File: src/rtl/fetch_unit.sv
// Instruction-fetch stage: holds the PC, fetches words over a req/ready handshake and
// selects the next PC from the decoders' branch/jump controls and the ALU zero flag.
module fetch_unit #(
  parameter logic [31:0] RESET_PC = 32'h0000_0000,
  parameter int          CNT_W    = 32
) (
  input  logic             clk,
  input  logic             reset,
  output logic [31:0]      imem_addr,
  output logic             imem_req,
  input  logic [31:0]      imem_rdata,
  input  logic             imem_ready,
  output logic [31:0]      instr,
  output logic [5:0]       op,
  output logic [5:0]       funct,
  output logic             instr_valid,
  output logic [31:0]      pcplus4,
  input  logic [1:0]       branch,
  input  logic             jump,
  input  logic             zero,
  input  logic             exec_done,
  output logic [31:0]      pc,
  output logic [CNT_W-1:0] retired
);

  typedef enum logic {FETCH, EXEC} state_t;

  localparam logic [CNT_W-1:0] CntOne = CNT_W'(1);

  state_t           r_state;
  state_t           w_nextState;
  logic [31:0]      r_pc;
  logic [31:0]      r_instr;
  logic [CNT_W-1:0] r_retired;
  logic [31:0]      w_pcPlus4;
  logic [31:0]      w_branchOffset;
  logic [31:0]      w_branchTarget;
  logic [31:0]      w_jumpTarget;
  logic [31:0]      w_nextPc;
  logic             w_branchTaken;
  logic             w_fetchDone;
  logic             w_execDone;

  assign w_fetchDone = (r_state == FETCH) && imem_ready;
  assign w_execDone  = (r_state == EXEC) && exec_done;

  always_ff @(posedge clk or posedge reset) begin
    if (reset) begin
      r_state <= FETCH;
    end else begin
      r_state <= w_nextState;
    end
  end

  always_comb begin
    w_nextState = r_state;
    unique case (r_state)
      FETCH:   if (imem_ready) w_nextState = EXEC;
      EXEC:    if (exec_done)  w_nextState = FETCH;
      default: w_nextState = FETCH;
    endcase
  end

  // Handshake outputs are gated by reset so memory sees no request while it is held.
  always_comb begin
    imem_req    = 1'b0;
    instr_valid = 1'b0;
    unique case (r_state)
      FETCH:   imem_req    = !reset;
      EXEC:    instr_valid = !reset;
      default: begin
        imem_req    = 1'b0;
        instr_valid = 1'b0;
      end
    endcase
  end

  assign w_pcPlus4      = r_pc + 32'd4;
  assign w_branchOffset = {{14{r_instr[15]}}, r_instr[15:0], 2'b00};
  assign w_branchTarget = w_pcPlus4 + w_branchOffset;
  assign w_jumpTarget   = {w_pcPlus4[31:28], r_instr[25:0], 2'b00};
  assign w_branchTaken  = branch[1] && (zero ^ branch[0]);

  // Jump outranks a taken branch; anything else falls through to the sequential PC.
  always_comb begin
    w_nextPc = w_pcPlus4;
    if (jump) begin
      w_nextPc = w_jumpTarget;
    end else if (w_branchTaken) begin
      w_nextPc = w_branchTarget;
    end
  end

  always_ff @(posedge clk or posedge reset) begin
    if (reset) begin
      r_pc      <= RESET_PC;
      r_instr   <= 32'h0;
      r_retired <= '0;
    end else begin
      if (w_fetchDone) begin
        r_instr <= imem_rdata;
      end
      if (w_execDone) begin
        r_pc      <= w_nextPc;
        r_retired <= r_retired + CntOne;
      end
    end
  end

  assign imem_addr = r_pc;
  assign pc        = r_pc;
  assign pcplus4   = w_pcPlus4;
  assign instr     = r_instr;
  assign op        = r_instr[31:26];
  assign funct     = r_instr[5:0];
  assign retired   = r_retired;

endmodule

File: config.mk
export PLATFORM = sky130hd
export DESIGN_NAME = fetch_unit
export DESIGN_NICKNAME = d
export VERILOG_FILES = /design/src/rtl/fetch_unit.sv
export SDC_FILE = /design/constraint.sdc
export NUM_CORES = 1
export LEC_CHECK = 0
export ABC_AREA = 0
export CAP_MARGIN = 10
export CORE_MARGIN = 5
export CORE_UTILIZATION = 51
export CTS_CLUSTER_SIZE = 25
export DETAILED_ROUTE_END_ITERATION = 12
export GPL_TIMING_DRIVEN = 0
export PLACE_DENSITY_LB_ADDON = 0.15
export SLEW_MARGIN = 20
export SYNTH_ARGS = -nofsm -noshare
export SYNTH_HDL_FRONTEND = slang
export SYNTH_SLANG_ARGS = --single-unit
export TNS_END_PERCENT = 10
File: constraint.sdc
create_clock -name clk -period 5.96 [get_ports clk]
set_clock_uncertainty 0.15 [all_clocks]
set_input_delay 1.192 -clock clk [delete_from_list [all_inputs] [get_ports clk]]
set_output_delay 1.192 -clock clk [all_outputs]
set_load 0.02 [all_outputs]
==> results.json, run 1 <==
{
  "ys_seq_area_share_pct": 35.0,
  "post_cts_buffers": 0,
  "n_antenna_cell": 0,
  "root_buffer": "clkbuf_16",
  "worstPathMaxFanout": 8,
  "power_density_nw_per_um2": 479,
  "critical_path.top_delay_family": "simple AND/OR/NAND/NOR gates",
  "cp.depth": 6,
  "ctsResizeCount": 0,
  "grt_util_all_layers_pct": 26.5,
  "cp-end-kind": "output port",
  "fp.dieW_um": 125,
  "setup_viol": 0,
  "fillCellCount": 1057,
  "clk_pin_slew_ns": 0.08,
  "cts_buffers": 9,
  "worst-path-buf-inv": 1,
  "synthArstFlopShare_pct": 100,
  "synth-seq-cells": 95,
  "max_slew_margin_pct": 35.9,
  "fin_area_sq_um": 9440,
  "fin_crit_sh_pct": 81.3,
  "crit_slowest_cell": "nor4_1",
  "clockBufferDepth": 2,
  "drv_cap": 0,
  "place_hpwl_um": 16100,
  "grt_max_degree": 54,
  "syn_area_per_cell_sq_um": 9.04,
  "register_area_sq_um": 2380,
  "io_buffers": 206,
  "irDropWorstVdd_v": 0.000230,
  "tightest_slew_ns": 0.962,
  "cp.required_ns": 4.62,
  "start_kind": "register",
  "dr.pass1.iters": 5,
  "yosys_warnings": 0,
  "gp_congestion": 0.949,
  "core_sq_um": 13100,
  "vias": 6455,
  "rows": 42,
  "critPathKind": "reg2out",
  "die_h_um": 125,
  "max_stage_delay_ns": 0.68,
  "grt_pass1_wl_um": 33700,
  "synth_edf_count": 0,
  "ios": 214,
  "synth.distinct_cells": 65,
  "clkSinkCount": 95,
  "whs_ns": 0.320,
  "rsz0062_at_grt": "no",
  "synthTopCellsByArea": "dfrtp_1, xnor2_1, ha_1",
  "ant_nets": 0,
  "totalWireLength_um": 21200,
  "synth_top_cell_by_area": "dfrtp_1",
  "clock_latency_ns": 0.36,
  "finalCriticalPeriod_ns": 4.84,
  "status": "finished, final reports clean",
  "grt_pass1_vias": 6481,
  "p_leak_nw": 4.13,
  "slew_viol_final": 0,
  "drc": 0,
  "fin_nets": 1052,
  "min_from": "retired[31]$_DFFE_PP0P_",
  "synth_top_area_share_pct": 35.0,
  "htreeDepth": 3,
  "layout-drive-gt1-share_pct": 12.1,
  "r2r-start": "imem_addr[2]$_DFFE_PP0P_",
  "reg2reg_depth": 17,
  "overflow": 0,
  "wire_per_inst_um": 18.4,
  "synthCells": 751,
  "start_util_pct": 51.7,
  "worst_ep_arrival_time_ns": 3.50,
  "place_area_sq_um": 9130,
  "die_area_sq_um": 15700,
  "via_per_inst": 5.59,
  "synth_flop_cell": "dfrtp_1",
  "finalHoldViolations": 0,
  "finalSetupTns_ns": 0,
  "multi_input_area_sq_um": 3890,
  "first_iter_violations": 496,
  "max_freq_ghz": 0.206,
  "post-route-util_pct": 71.9,
  "antenna_found_initial": 0,
  "syn_to_final_growth_pct": 39.0,
  "reg2reg_to": "imem_addr[29]$_DFFE_PP0P_",
  "r2r_slack_ns": 1.16,
  "min_path_type": "reg2reg",
  "cts_hold_buffers": 0,
  "crit_chain": "ha_1 > and4_1 > nand3_1 > nor4_1 > xnor2_1 > clkdlybuf4s50_1",
  "whs_path_depth": 1,
  "synthesis.area_sq_um": 6790,
  "min_to": "retired[31]$_DFFE_PP0P_",
  "cts_tree": "yes",
  "p_total_w": 0.00452
}
==> area by class of cell <==
cell class | instances | area share [%]
multi-input cells | 569 | 41.2
flip-flops and latches | 95 | 25.2
repair buffers | 207 | 22.1
plain buffers | 76 | 5.07
clock buffers | 10 | 2.53
well taps | 176 | 2.33
clock inverters | 6 | 0.835
inverters | 16 | 0.689
==> routing by layer <==
| layer | up-vias | GRT usage [%] | share of wire, % |
|---|---|---|---|
| met5 | - | 0 | 0 |
| met2 | 274 | 45.3 | 48 |
| met3 | 45 | 6.91 | 8.5 |
| li1 | 3070 | - | - |
| met1 | 3066 | 32.3 | 40 |
| met4 | 0 | 9.76 | 2.8 |
==> Yosys cell counts (14+ instances only) <==
| master | n |
|---|---|
| dfrtp_1 | 95 |
| nand2_1 | 77 |
| xnor2_1 | 53 |
| nor2_1 | 50 |
| buf_4 | 48 |
| a21oi_1 | 45 |
| o21ai_0 | 45 |
| ha_1 | 37 |
| mux2_2 | 33 |
| xor2_1 | 29 |
| nand3_1 | 28 |
| and3_1 | 23 |
| clkbuf_1 | 20 |
| a21o_1 | 17 |
| inv_1 | 15 |
| a211oi_1 | 14 |
| nand4_1 | 14 |
==> logic make-up after synthesis <==
family	count (synthesis)	share of synthesized area (%)
simple gates	236	17.1
compound gates	167	15.7
flops	95	35.0
buf+inv	92	7.94
xor+xnor	83	10.8
mux	39	6.35
fa+ha+maj	38	7.11
other cells	1	0.0552
==> worst max-delay path by stage <==
stage / from / to / slack [ns]
6_report: imem_addr[2]$_DFFE_PP0P_ / pcplus4[30] / 1.12
4_1_cts: imem_addr[2]$_DFFE_PP0P_ / pcplus4[30] / 1.20
5_1_grt: imem_addr[2]$_DFFE_PP0P_ / imem_addr[30]$_DFFE_PP0P_ / 0.92
2_1_floorplan: imem_addr[2]$_DFFE_PP0P_ / imem_addr[31]$_DFFE_PP0P_ / 1.69
3_5_place_dp: imem_addr[2]$_DFFE_PP0P_ / imem_addr[29]$_DFFE_PP0P_ / 1.32
3_3_place_gp: reset / instr[16]$_DFFE_PP0P_ / 0.59
==> worst reg2reg max path, delay by kind of cell, from the launching register on <==
family	cells	cell delay (ns)
DFF	1	0.57
xor gates and xnor gates	2	0.48
buffers and inverters	1	0.17
and+or+nand+nor	5	1.16
adders and majority gates	2	0.58
AOI/OAI and AO/OA	7	1.55
==> power by group <==
group	switching, W	total (W)	internal, W	leakage, nW
clock	0.000284	0.000632	0.000348	0.158
sequential	0.000255	0.00104	0.000789	1.18
combinational	0.00150	0.00285	0.00135	2.80
total	0.00204	0.00452	0.00248	4.13
==> layout by cell type, fill, tap and decap left out, drive strengths merged, types with 3 or more instances in the layout <==
| cell type | count |
|---|---|
| a211oi | 14 |
| a21o | 18 |
| a21oi | 45 |
| a221oi | 3 |
| a311oi | 3 |
| a31oi | 5 |
| and2 | 4 |
| and3 | 23 |
| and4 | 5 |
| buf | 57 |
| clkbuf | 30 |
| clkdlybuf4s50 | 206 |
| conb | 6 |
| dfrtp | 95 |
| ha | 37 |
| inv | 20 |
| mux2 | 33 |
| mux2i | 6 |
| nand2 | 78 |
| nand3 | 29 |
| nand4 | 14 |
| nor2 | 50 |
| nor2b | 4 |
| nor3 | 12 |
| nor4 | 5 |
| o211ai | 4 |
| o21a | 4 |
| o21ai | 49 |
| o21bai | 3 |
| o31ai | 4 |
| or2 | 3 |
| xnor2 | 53 |
| xor2 | 30 |
==> flip-flops by register name, summed over array words and instances, names as in the netlist <==
signal,cells
imem_addr,30
instr,32
r_state,1
retired,32
==> per-stage QoR <==
stage	std cells	setup WS (ns)
2_1_floorplan	756	1.69
3_3_place_gp	1138	0.586
3_5_place_dp	1139	1.32
4_1_cts	1155	1.20
5_1_grt	1155	0.919
6_report	1155	1.12
Note: power is estimated with default switching activity, not from simulation.
==> run 2, diff against run 1 <==
--- a/config.mk
+++ b/config.mk
@@ -8,7 +8,7 @@
 export ABC_AREA = 0
 export CAP_MARGIN = 10
 export CORE_MARGIN = 5
-export CORE_UTILIZATION = 51
+export CORE_UTILIZATION = 43
 export CTS_CLUSTER_SIZE = 25
 export DETAILED_ROUTE_END_ITERATION = 12
 export GPL_TIMING_DRIVEN = 0
==> constraint.sdc (replaced) <==
create_clock -name clk -period 3.99 [get_ports clk]
set_clock_uncertainty 0.15 [all_clocks]
set_input_delay 0.798 -clock clk [delete_from_list [all_inputs] [get_ports clk]]
set_output_delay 0.798 -clock clk [all_outputs]
set_load 0.02 [all_outputs]
==> run 2 against run 1 <==
  * Setup slack worse by 1.1 ns
  * Total power up 54%
  * Hold slack better by 0.0069 ns
  * Flip-flop and latch count is the same
  * Clock-buffer cell count decreased by 1
  * Register-to-register slack lost 1.1 ns
  * Core utilization decreased by 9.0 points
  * Clock power is 53% higher
  * First-iteration DRC count decreased by 6.3%
  * Global-route usage is 3.2 points lower
  * Largest power group unchanged
  * Wire length rose by 2.2%
==> results.json, run 2 (synthesized netlist as in run 1, its figures left out) <==
{
  "ios": 214,
  "rsz0062_at_grt": "yes",
  "clk_pin_slew_ns": 0.07,
  "drt-met1-wl_um": 9500,
  "fin_area_sq_um": 9890,
  "whs_ns": 0.327,
  "die_h_um": 136,
  "fin_crit_sh_pct": 99.2,
  "gp_congestion": 0.927,
  "cp.required_ns": 4.09,
  "final_common_cell": "clkdlybuf4s50_1",
  "grt_pass1_vias": 6282,
  "grt_util_all_layers_pct": 23.3,
  "start_kind": "register",
  "critPathKind": "reg2reg",
  "layout-drive-gt1-share_pct": 18.5,
  "first_iter_violations": 465,
  "dr_wl_met2_um": 9980,
  "instances_no_fill": 1217,
  "worst_ep_arrival_time_ns": 4.06,
  "wl_met3_um": 1680,
  "totalWireLength_um": 21700,
  "n_antenna_cell": 0,
  "grt_max_degree": 66,
  "antenna_found_initial": 0,
  "overflow": 0,
  "max_slew_margin_pct": 29.9,
  "root_buffer": "clkbuf_16",
  "ant_nets": 0,
  "grt_pass1_wl_um": 33700,
  "p_leak_nw": 4.32,
  "status": "finished, final reports clean",
  "power_density_nw_per_um2": 706,
  "clockBufferDepth": 2,
  "irDropWorstVdd_v": 0.000365,
  "clock_latency_ns": 0.35,
  "rows": 46,
  "syn_to_final_growth_pct": 45.6,
  "clkSinkCount": 95,
  "io_buffers": 206,
  "via_per_inst": 5.30,
  "start_util_pct": 43.2,
  "place_area_sq_um": 9200,
  "dp_cells": 1179,
  "min_path_type": "reg2reg",
  "worst_slack_ns": 0.0322,
  "max_freq_ghz": 0.253,
  "dr.pass1.iters": 5,
  "dp_slack_ns": -0.591,
  "cts_buffers": 9,
  "die_area_sq_um": 18400,
  "most-common-layout-cells": "clkdlybuf4s50_1, dfrtp_1, nand2_1",
  "drc": 0,
  "fin_nets": 1074,
  "worstPathMaxFanout": 5,
  "finalHoldViolations": 0,
  "tightest_slew_ns": 1.05,
  "fp.dieW_um": 136,
  "core_sq_um": 15700,
  "vias": 6456,
  "wire_per_inst_um": 17.8,
  "finalSetupTns_ns": 0,
  "drv_cap": 0,
  "finalCriticalPeriod_ns": 3.96,
  "cp-end-kind": "register",
  "fillCellCount": 1377,
  "place_hpwl_um": 16100,
  "cts_tree": "yes",
  "routed.top_layer": "met4",
  "slew_viol_final": 0,
  "htreeDepth": 3,
  "setup_viol": 0
}
[run 2: layout make-up]
cell class | count | area (sq um) | area share, %
buffer | 76 | 482 | 4.87
clock buffer | 9 | 225 | 2.28
sequential | 95 | 2400 | 24.2
timing repair buffer | 229 | 2260 | 22.9
tap | 216 | 270 | 2.73
inverter | 16 | 65.1 | 0.658
multi-input combinational | 569 | 4090 | 41.3
clock inverter | 7 | 103 | 1.04
[run 2: final timing paths]
| path | cells after the start | slack [ns] | end | from |
|---|---|---|---|---|
| min in group asynchronous | 2 | 0.69 | retired[11]$_DFFE_PP0P_ | reset |
| min | 1 | 0.33 | retired[31]$_DFFE_PP0P_ | retired[31]$_DFFE_PP0P_ |
| max reg2reg | 15 | 0.03 | imem_addr[30]$_DFFE_PP0P_ | imem_addr[10]$_DFFE_PP0P_ |
| max in group asynchronous | 3 | 2.36 | imem_addr[8]$_DFFE_PP0P_ | reset |
| max | 15 | 0.03 | imem_addr[30]$_DFFE_PP0P_ | imem_addr[10]$_DFFE_PP0P_ |
| min reg2reg | 1 | 0.33 | retired[31]$_DFFE_PP0P_ | retired[31]$_DFFE_PP0P_ |
[run 2: report_power, final]
group	internal, W	switching (W)
clock	0.000559	0.000410
combinational	0.00215	0.00230
sequential	0.00119	0.000365
total	0.00390	0.00308
[run 2: what timing repair did]
action,CTS,global route
hold buffers,0,0
setup buffers,6,16
pin swaps,6,12
endpoints found under the setup margin,23,15
resized for setup,28,28
[run 2: metrics by stage]
stage | power (W) | util [%]
after floorplan | 0.00422 | -
after global placement | 0.00576 | 58.4
after detailed placement | 0.00578 | 58.6
after CTS | 0.00687 | 61.6
after global routing | 0.00746 | 62.9
final | 0.00698 | 62.9
[run 2: routing by layer]
layer	vias to the layer above	global-route usage [%]
met5	-	0
met4	0	7.39
met3	42	5.72
met2	248	37.2
met1	3051	31.1
li1	3115	-
[run 2: worst max-delay path, cell delays in order, from the launching register on]
cell	delay [ns]
dfrtp_2	0.43
and4_4	0.27
nand2_1	0.11
or3_4	0.49
nor2_2	0.16
xor2_2	0.28
ha_4	0.21
nand4_1	0.16
or2_0	0.25
a2bb2oi_1	0.14
and3_1	0.19
a311oi_2	0.34
a221o_1	0.21
a21oi_1	0.08
xor2_1	0.14
o31ai_1	0.23
==> run 3, diff against run 2 <==
--- a/config.mk
+++ b/config.mk
@@ -6,6 +6,7 @@
 export NUM_CORES = 1
 export LEC_CHECK = 0
 export ABC_AREA = 0
+export ABC_CLOCK_PERIOD_IN_PS = 3990
 export CAP_MARGIN = 10
 export CORE_MARGIN = 5
 export CORE_UTILIZATION = 43
@@ -13,7 +14,7 @@
 export DETAILED_ROUTE_END_ITERATION = 12
 export GPL_TIMING_DRIVEN = 0
 export PLACE_DENSITY_LB_ADDON = 0.15
-export SLEW_MARGIN = 20
+export SLEW_MARGIN = 40
 export SYNTH_ARGS = -nofsm -noshare
 export SYNTH_HDL_FRONTEND = slang
 export SYNTH_SLANG_ARGS = --single-unit
==> run 3 against run 2 <==
  * The run now ends with negative setup slack left
  * Flip-flop and latch count unchanged
  * Total power increased by 0.61%
  * Cell count decreased by 0.25%
  * Via count decreased by 0.59%
  * Non-clock buffer count decreased by 3
  * Die area unchanged
  * Sequential power about the same
  * Sequential share of layout area about the same
  * Core utilization increased by 0.064 points
  * Fmax decreased by 1.4%
  * Critical path type unchanged
  * Highest routed layer unchanged
==> results.json, run 3 (synthesized netlist as in run 1, its figures left out) <==
{
  "setup_viol": 1,
  "cp.required_ns": 4.07,
  "ios": 214,
  "rsz0062_at_grt": "yes",
  "root_buffer": "clkbuf_16",
  "irDropWorstVdd_v": 0.000369,
  "post-route-util_pct": 63.0,
  "layout-drive-gt1-share_pct": 18.5,
  "worstSetupEndpoint": "imem_addr[31]$_DFFE_PP0P_",
  "fillCellCount": 1400,
  "totalWireLength_um": 21800,
  "rows": 46,
  "reg2reg_depth": 17,
  "slew_viol_final": 0,
  "clkSinkCount": 95,
  "place_hpwl_um": 16100,
  "grt_pass1_wl_um": 33600,
  "cp.depth": 17,
  "p_leak_nw": 4.30,
  "cp-end-kind": "register",
  "max_stage_delay_ns": 0.39,
  "max_freq_ghz": 0.249,
  "worst-path-buf-inv": 2,
  "fin_crit_sh_pct": 101,
  "io_buffers": 206,
  "clock_latency_ns": 0.35,
  "worstSetupStartpoint": "imem_addr[2]$_DFFE_PP0P_",
  "finalCriticalPeriod_ns": 4.01,
  "reg2reg_to": "imem_addr[31]$_DFFE_PP0P_",
  "antenna_found_initial": 0,
  "first_iter_violations": 462,
  "most-common-layout-cells": "clkdlybuf4s50_1, dfrtp_1, nand2_1",
  "r2r_slack_ns": -0.02,
  "dr.pass1.iters": 5,
  "critical_path.top_delay_family": "compound AO/OA/AOI/OAI gates",
  "grt_max_degree": 66,
  "drc": 0,
  "clk_pin_slew_ns": 0.07,
  "start_kind": "register",
  "crit_chain": "ha_4 > and4_4 > nand3_4 > inv_1 > nand3_1 > nor2_2 > xor2_2 > ha_1 > clkbuf_4 > a211oi_1 > o21ai_0 > a221oi_2 > o31ai_2 > a221o_1 > a41oi_2 > a21o_1 > nand4_1",
  "fp.dieW_um": 136,
  "tightest_slew_ns": 0.797,
  "dp_cells": 1179,
  "instances_no_fill": 1214,
  "status": "finished with violations",
  "fin_nets": 1071,
  "grt_pass1_vias": 6247,
  "vias": 6418,
  "place_area_sq_um": 9210,
  "syn_to_final_growth_pct": 45.7,
  "cts_tree": "yes",
  "n_antenna_cell": 0,
  "power_density_nw_per_um2": 709,
  "min_path_type": "reg2reg",
  "violations": "negative setup slack",
  "worst_ep_arrival_time_ns": 4.09,
  "max_slew_margin_pct": 46.8,
  "start_util_pct": 43.2,
  "p_total_w": 0.00702,
  "fin_area_sq_um": 9900,
  "core_sq_um": 15700,
  "grt_util_all_layers_pct": 23.2,
  "worstPathMaxFanout": 8,
  "whs_ns": 0.326,
  "die_area_sq_um": 18400,
  "via_per_inst": 5.29,
  "whs_path_depth": 1,
  "worst_slack_ns": -0.0226,
  "critPathKind": "reg2reg",
  "crit_slowest_cell": "dfrtp_2",
  "overflow": 0,
  "gp_congestion": 0.927,
  "cts_buffers": 9,
  "finalHoldViolations": 0,
  "htreeDepth": 3,
  "ant_nets": 0,
  "die_h_um": 136,
  "r2r-start": "imem_addr[2]$_DFFE_PP0P_",
  "drv_cap": 0,
  "clockBufferDepth": 2,
  "final_common_cell": "clkdlybuf4s50_1",
  "wire_per_inst_um": 17.9
}
[run 3: cell count changes in the layout (fill, tap and decap cells not counted), sizes merged]
cell	change
buf	-2
clkbuf	-1
clkinvlp	+1
clkinv	-1
[run 3: final cells by class]
type	instances	area, sq um	share of cell area, %
Buffer	75	478	4.83
Clock buffer	9	225	2.28
Clock inverter	7	104	1.05
Inverter	16	67.6	0.683
Multi-Input combinational cell	569	4110	41.5
Sequential cell	95	2400	24.2
Tap cell	216	270	2.73
Timing Repair Buffer	227	2250	22.7
[run 3: through the flow]
stage | TNS [ns] | setup WS [ns]
finish | -0.0226 | -0.0226
global route | -0.862 | -0.175
CTS | -0.0593 | -0.0593
detailed placement | -3.93 | -0.597
global placement | -109.09 | -1.42
floorplan | -0.0652 | -0.0533
[run 3: report_power, final]
group	leakage (nW)	total, W	switching, W	internal, W
clock network	0.160	0.000976	0.000416	0.000560
registers	1.16	0.00156	0.000370	0.00119
logic	2.98	0.00448	0.00232	0.00216
total	4.30	0.00702	0.00311	0.00391
[run 3: worst min-delay path by stage]
stage | endpoint | startpoint
final | retired[31]$_DFFE_PP0P_ | retired[31]$_DFFE_PP0P_
after global routing | retired[31]$_DFFE_PP0P_ | retired[31]$_DFFE_PP0P_
after CTS | retired[31]$_DFFE_PP0P_ | retired[31]$_DFFE_PP0P_
after detailed placement | retired[31]$_DFFE_PP0P_ | retired[31]$_DFFE_PP0P_
after global placement | retired[31]$_DFFE_PP0P_ | retired[31]$_DFFE_PP0P_
after floorplan | r_state$_DFF_PP0_ | r_state$_DFF_PP0_
[run 3: metal layers]
layer / routed length, um / track usage, % / vias up
li1: - / - / 3093
met5: 0 / 0 / -
met2: 10100 / 36.9 / 225
met1: 9680 / 31.4 / 3067
met3: 1570 / 5.46 / 33
met4: 455 / 6.89 / 0
[run 3: repair_timing]
action                                  in CTS  in global routing
endpoints found under the setup margin      24                 19
pin swaps                                    5                 14
hold buffers                                 0                  0
buffers inserted                             5                 15
resized for setup                           22                 37
==> edit 1, RTL diff (settings of run 2) <==
The parameter `CNT_W` goes from 32 to 48.
--- a/src/rtl/fetch_unit.sv
+++ b/src/rtl/fetch_unit.sv
@@ -4,3 +4,3 @@
   parameter logic [31:0] RESET_PC = 32'h0000_0000,
-  parameter int          CNT_W    = 32
+  parameter int          CNT_W    = 48
 ) (
Interface: changed (resized retired); port bits go from 214 to 230. No check against the original RTL was run, so the function may have changed too.
==> edit 1 against run 2 <==
Critical path depth grew 2. Synthesized area grew 11%. Cell count grew 4.0%. Design area grew 7.8%. Wire length grew 5.0%. Sequential cell count grew 16. Total power grew 2.6%. Setup slack gained 68 ps. Critical path type unchanged. Largest power group unchanged.
==> edit 1: results <==
group,metric,value,unit
grt,antenna_found_initial,0,
final_layout,instances_no_fill,1266,
cts,worstSkewPairLatency,370,ps
grt,grtUsageMet3,0.0454,
routing,met3_length,1460,um
routing,dr.pass1.iters,8,
placement,dp_worst_setup_slack,-211,ps
placement,place_congestion,0.929,
critical_path,critical_path.top_delay_family,"simple AND/OR/NAND/NOR gates",
yosys,yosysSeqAreaShare,0.370,
power,sw_frac_of_total,0.448,
power,comb_power_share,0.627,
routing,dr_wl_met2,10600,um
yosys,synthArstFlopShare,1.00,
power,power.leakage,4.58,nW
cts,post_cts_resized,10,
yosys,yosys-top-cells-area,"dfrtp_1, xnor2_1, ha_1, buf_4, mux2_2",
final_layout,drive_gt1_frac,0.173,
status,status,"finished clean",
cts,postCtsSetupBuffers,0,
grt,track_usage,0.226,
routing,drtIter0Drc,480,
critical_path,critPathMaxFanout,6,
routing,top_layer_used,"met4",
yosys,synthCells,790,
placement,postPlaceCellArea,10100,um^2
grt,gr-usage-met2,0.358,
placement,port_buffers,222,
placement,dp_cells,1243,
grt,grt_pass1_vias,6852,
critical_path,critPathSlowestCell,"dfrtp_2",
hold_path,hold_path_end,"retired[47]$_DFFE_PP0P_",
critical_path,rr_endpoint,"imem_addr[29]$_DFFE_PP0P_",
grt,grt_start_max_net_pins,74,
grt,gr-usage-met1,0.313,
power,ir_drop,0.355,mV
sta,clock.fmax,257,MHz
placement,hpwl,17100,um
hold_path,hp-start,"retired[47]$_DFFE_PP0P_",
routing,dr_total_vias,6756,
sta,relSlewSlack,0.236,
sta,holdWs,326,ps
critical_path,slowest_delay,390,ps
critical_path,rr_worst_depth,17,
yosys,synth_commonest_cells,"dfrtp_1, nand2_1, xnor2_1",
critical_path,cp-startpoint,"imem_addr[2]$_DFFE_PP0P_",
routing,wl_per_cell,18.0,um
critical_path,cp_data_arrival_time,3960,ps
grt,grt_first_pass_wirelength,36800,um
routing,met1_length,10400,um
power,p_clk,0.945,mW
yosys,ys_types,81,
power,p_clk_frac,0.132,
final_layout,final_nets,1114,
## edit 1: changes by cell type in the layout (fill, tap and decap cells not counted), sizes merged, moves of 6 or more
cell | before | now
clkdlybuf4s50 | 202 | 217
nor3 | 12 | 5
buf | 78 | 64
dfrtp | 95 | 111
nor2 | 50 | 56
nor2b | 4 | 10
xnor2 | 53 | 62
xor2 | 30 | 36
## edit 1: cell families (layout without fill, tap and decap cells)
family / after synthesis / count (layout) / share of synthesized area
simple gates: 245 / 245 / 0.171
flops: 111 / 111 / 0.370
xor+xnor: 98 / 98 / 0.118
fa+ha+maj: 38 / 38 / 0.0643
mux: 36 / 36 / 0.0533
compound gates: 174 / 174 / 0.154
buf+inv: 87 / 333 / 0.0699
other cells: 1 / 6 / 0.000499
## edit 1: layout make-up
type	instances	area, um^2
plain buffers	72	469
flip-flops and latches	111	2780
clock buffers	9	225
fillers	1485	6580
multi-input cells	597	4440
inverters	14	57.6
repair buffers	231	2310
clock inverters	7	86.3
well taps	225	282
==> edit 2, RTL diff (config.mk and constraints of run 2) <==
Without the edit above. Reset style: synchronous (`reset`), changed in 2 clocked blocks.
--- a/src/rtl/fetch_unit.sv
+++ b/src/rtl/fetch_unit.sv
@@ -46,3 +46,3 @@
 
-  always_ff @(posedge clk or posedge reset) begin
+  always_ff @(posedge clk) begin
     if (reset) begin
@@ -93,3 +93,3 @@
 
-  always_ff @(posedge clk or posedge reset) begin
+  always_ff @(posedge clk) begin
     if (reset) begin
Check against the original RTL: differs if reset is asserted again (counterexample within 4 cycles, from zero or initial values and one cycle with reset high); with reset held inactive, the same outputs for 4 cycles.
==> edit 2 against run 2 <==
Setup slack improved by 48 ps. Die area fell by 3.4%. Count of clock-buffer cells in the layout did not move. Design area fell by 2.9%. Wire length rose by 7.1%. Cell count rose by 6.2%. Largest cell class unchanged. Sequential cell count did not move. Synthesized area fell by 3.7%. Synthesized cell count rose by 15%. Critical path type is now reg -> out. Critical path depth fell by 9.
Power is not compared: it rests on default switching activity, and its combinational part moved more than twofold at a synthesized area within 25%.
==> edit 2: results <==
group,metric,value,unit
grt,grtUsageMet3,0.0676,
routing,vias_per_cell,5.57,
critical_path,critPathMaxFanout,6,
critical_path,reg2reg_slack,100,ps
cts,cts-htree-levels,3,
yosys,ys_types,59,
final_layout,antenna_cells,0,
yosys,synth_commonest_cells,"nand2_1, dfxtp_1, a21oi_1",
status,status,"finished clean",
yosys,synthMuxAreaShare,0.00172,
grt,antenna_found_initial,2,
yosys,synth_warnings,0,
final_layout,final_nets,1177,
power,sw_frac_of_total,0.325,
yosys,yosysSeqAreaShare,0.291,
placement,dp_worst_setup_slack,-699,ps
grt,gr-usage-met1,0.335,
critical_path,rr_worst_depth,16,
cts,cts_root_buf,"clkbuf_16",
cts,numCtsBuffers,9,
yosys,yosys-top-cells-area,"dfxtp_1, nand2_1, ha_1, a21oi_1, buf_4",
grt,grt_start_max_net_pins,24,
routing,wirelength,23200,um
yosys,synth_xor_area_frac,0.103,
routing,dr.pass1.iters,5,
yosys,synth_compound_area_frac,0.207,
critical_path,cp-startpoint,"imem_addr[17]$_SDFFE_PP0P_",
grt,grt_pass1_vias,6738,
placement,hpwl,17400,um
grt,track_usage,0.251,
power,power.leakage,3.93,nW
critical_path,cp_data_arrival_time,2960,ps
cts,cts_buffer_depth,2,
routing,drtIter0Drc,581,
sta,worst_pin_slew,1150,ps
cts,clk_pin_slew_worst_paths,80,ps
hold_path,hp-start,"instr[31]$_SDFFE_PP0P_",
placement,port_buffers,207,
grt,gr-usage-met2,0.399,
hold_path,holdPathStages,2,
yosys,synth_edf_count,0,
yosys,synth-main-ff-cell,"dfxtp_1",
yosys,synthAdderAreaFrac,0.0738,
final_layout,n_fill_cell,1365,
grt,grt_first_pass_wirelength,36100,um
power,ir_drop,0.206,mV
yosys,synthArstFlopShare,0,
final_layout,drive_gt1_frac,0.125,
critical_path,rr_endpoint,"imem_addr[31]$_SDFFE_PP0P_",
sta,timing.final.crit_share,0.980,
placement,place_congestion,0.928,
critical_path,reg2reg_from,"imem_addr[2]$_SDFFE_PP0P_",
hold_path,hold_path_end,"instr[31]$_SDFFE_PP0P_",
==> edit 2: metal layers <==
metal,share of wire,routed length [um]
met4,0.018,430
met2,0.47,10900
met5,0.0012,27
met1,0.43,9910
met3,0.084,1950
==> edit 2: worst max-delay path, cell delays in order (launching register included) <==
cell	delay (ps)
dfxtp_1	560
nand3_2	320
nor4_4	350
nand4_1	150
buf_4	180
xnor2_1	350
clkdlybuf4s50_1	690
==> edit 2: how the worst max path moves through the flow <==
stage                                            end  cells after the start
after global placement    imem_addr[31]$_SDFFE_PP0P_                     17
final                                    pcplus4[25]                      6
after CTS                 imem_addr[31]$_SDFFE_PP0P_                     17
after detailed placement  imem_addr[31]$_SDFFE_PP0P_                     17
after global routing      imem_addr[31]$_SDFFE_PP0P_                     17
after floorplan           imem_addr[31]$_SDFFE_PP0P_                     15
==> edit 2: through the flow <==
| stage | cells | hold WS (ps) | cell area, um^2 |
|---|---|---|---|
| floorplan | 869 | 368 | 6620 |
| global placement | 1264 | 311 | 8930 |
| detailed placement | 1264 | 316 | 8930 |
| CTS | 1287 | 326 | 9440 |
| global route | 1292 | 345 | 9610 |
| finish | 1292 | 324 | 9610 |
==> edit 2: timing repair <==
action | in CTS | in global routing
hold buffers | 0 | 0
setup buffers | 11 | 8
gates resized for setup | 29 | 30
endpoints found under the setup margin | 25 | 20
pin swaps | 11 | 11
==> edit 2: power groups by stage <==
stage	clock, mW	combinational, mW	sequential (mW)
floorplan	0	0.269	1.07
global placement	0	0.522	1.05
detailed placement	0	0.526	1.05
CTS	0.921	0.536	1.03
global route	0.956	0.586	1.03
finish	0.906	0.545	1.03
==> edit 2: cells by family (layout without fill, tap and decap cells) <==
kind of cell,count (synthesis),after routing
buffers and inverters,95,330
and+or+nand+nor,340,340
other,1,6
DFF,95,95
xor gates and xnor gates,77,77
muxes,1,1
AOI/OAI and AO/OA,217,217
adders and majority gates,38,38
==> edit 2: cell type report <==
class	instances	share of cell area
timing repair buffer	226	0.232
inverter	7	0.00274
tap	188	0.0245
sequential	95	0.200
clock inverter	7	0.00899
clock buffer	9	0.0234
multi-input combinational	679	0.458
buffer	81	0.0505
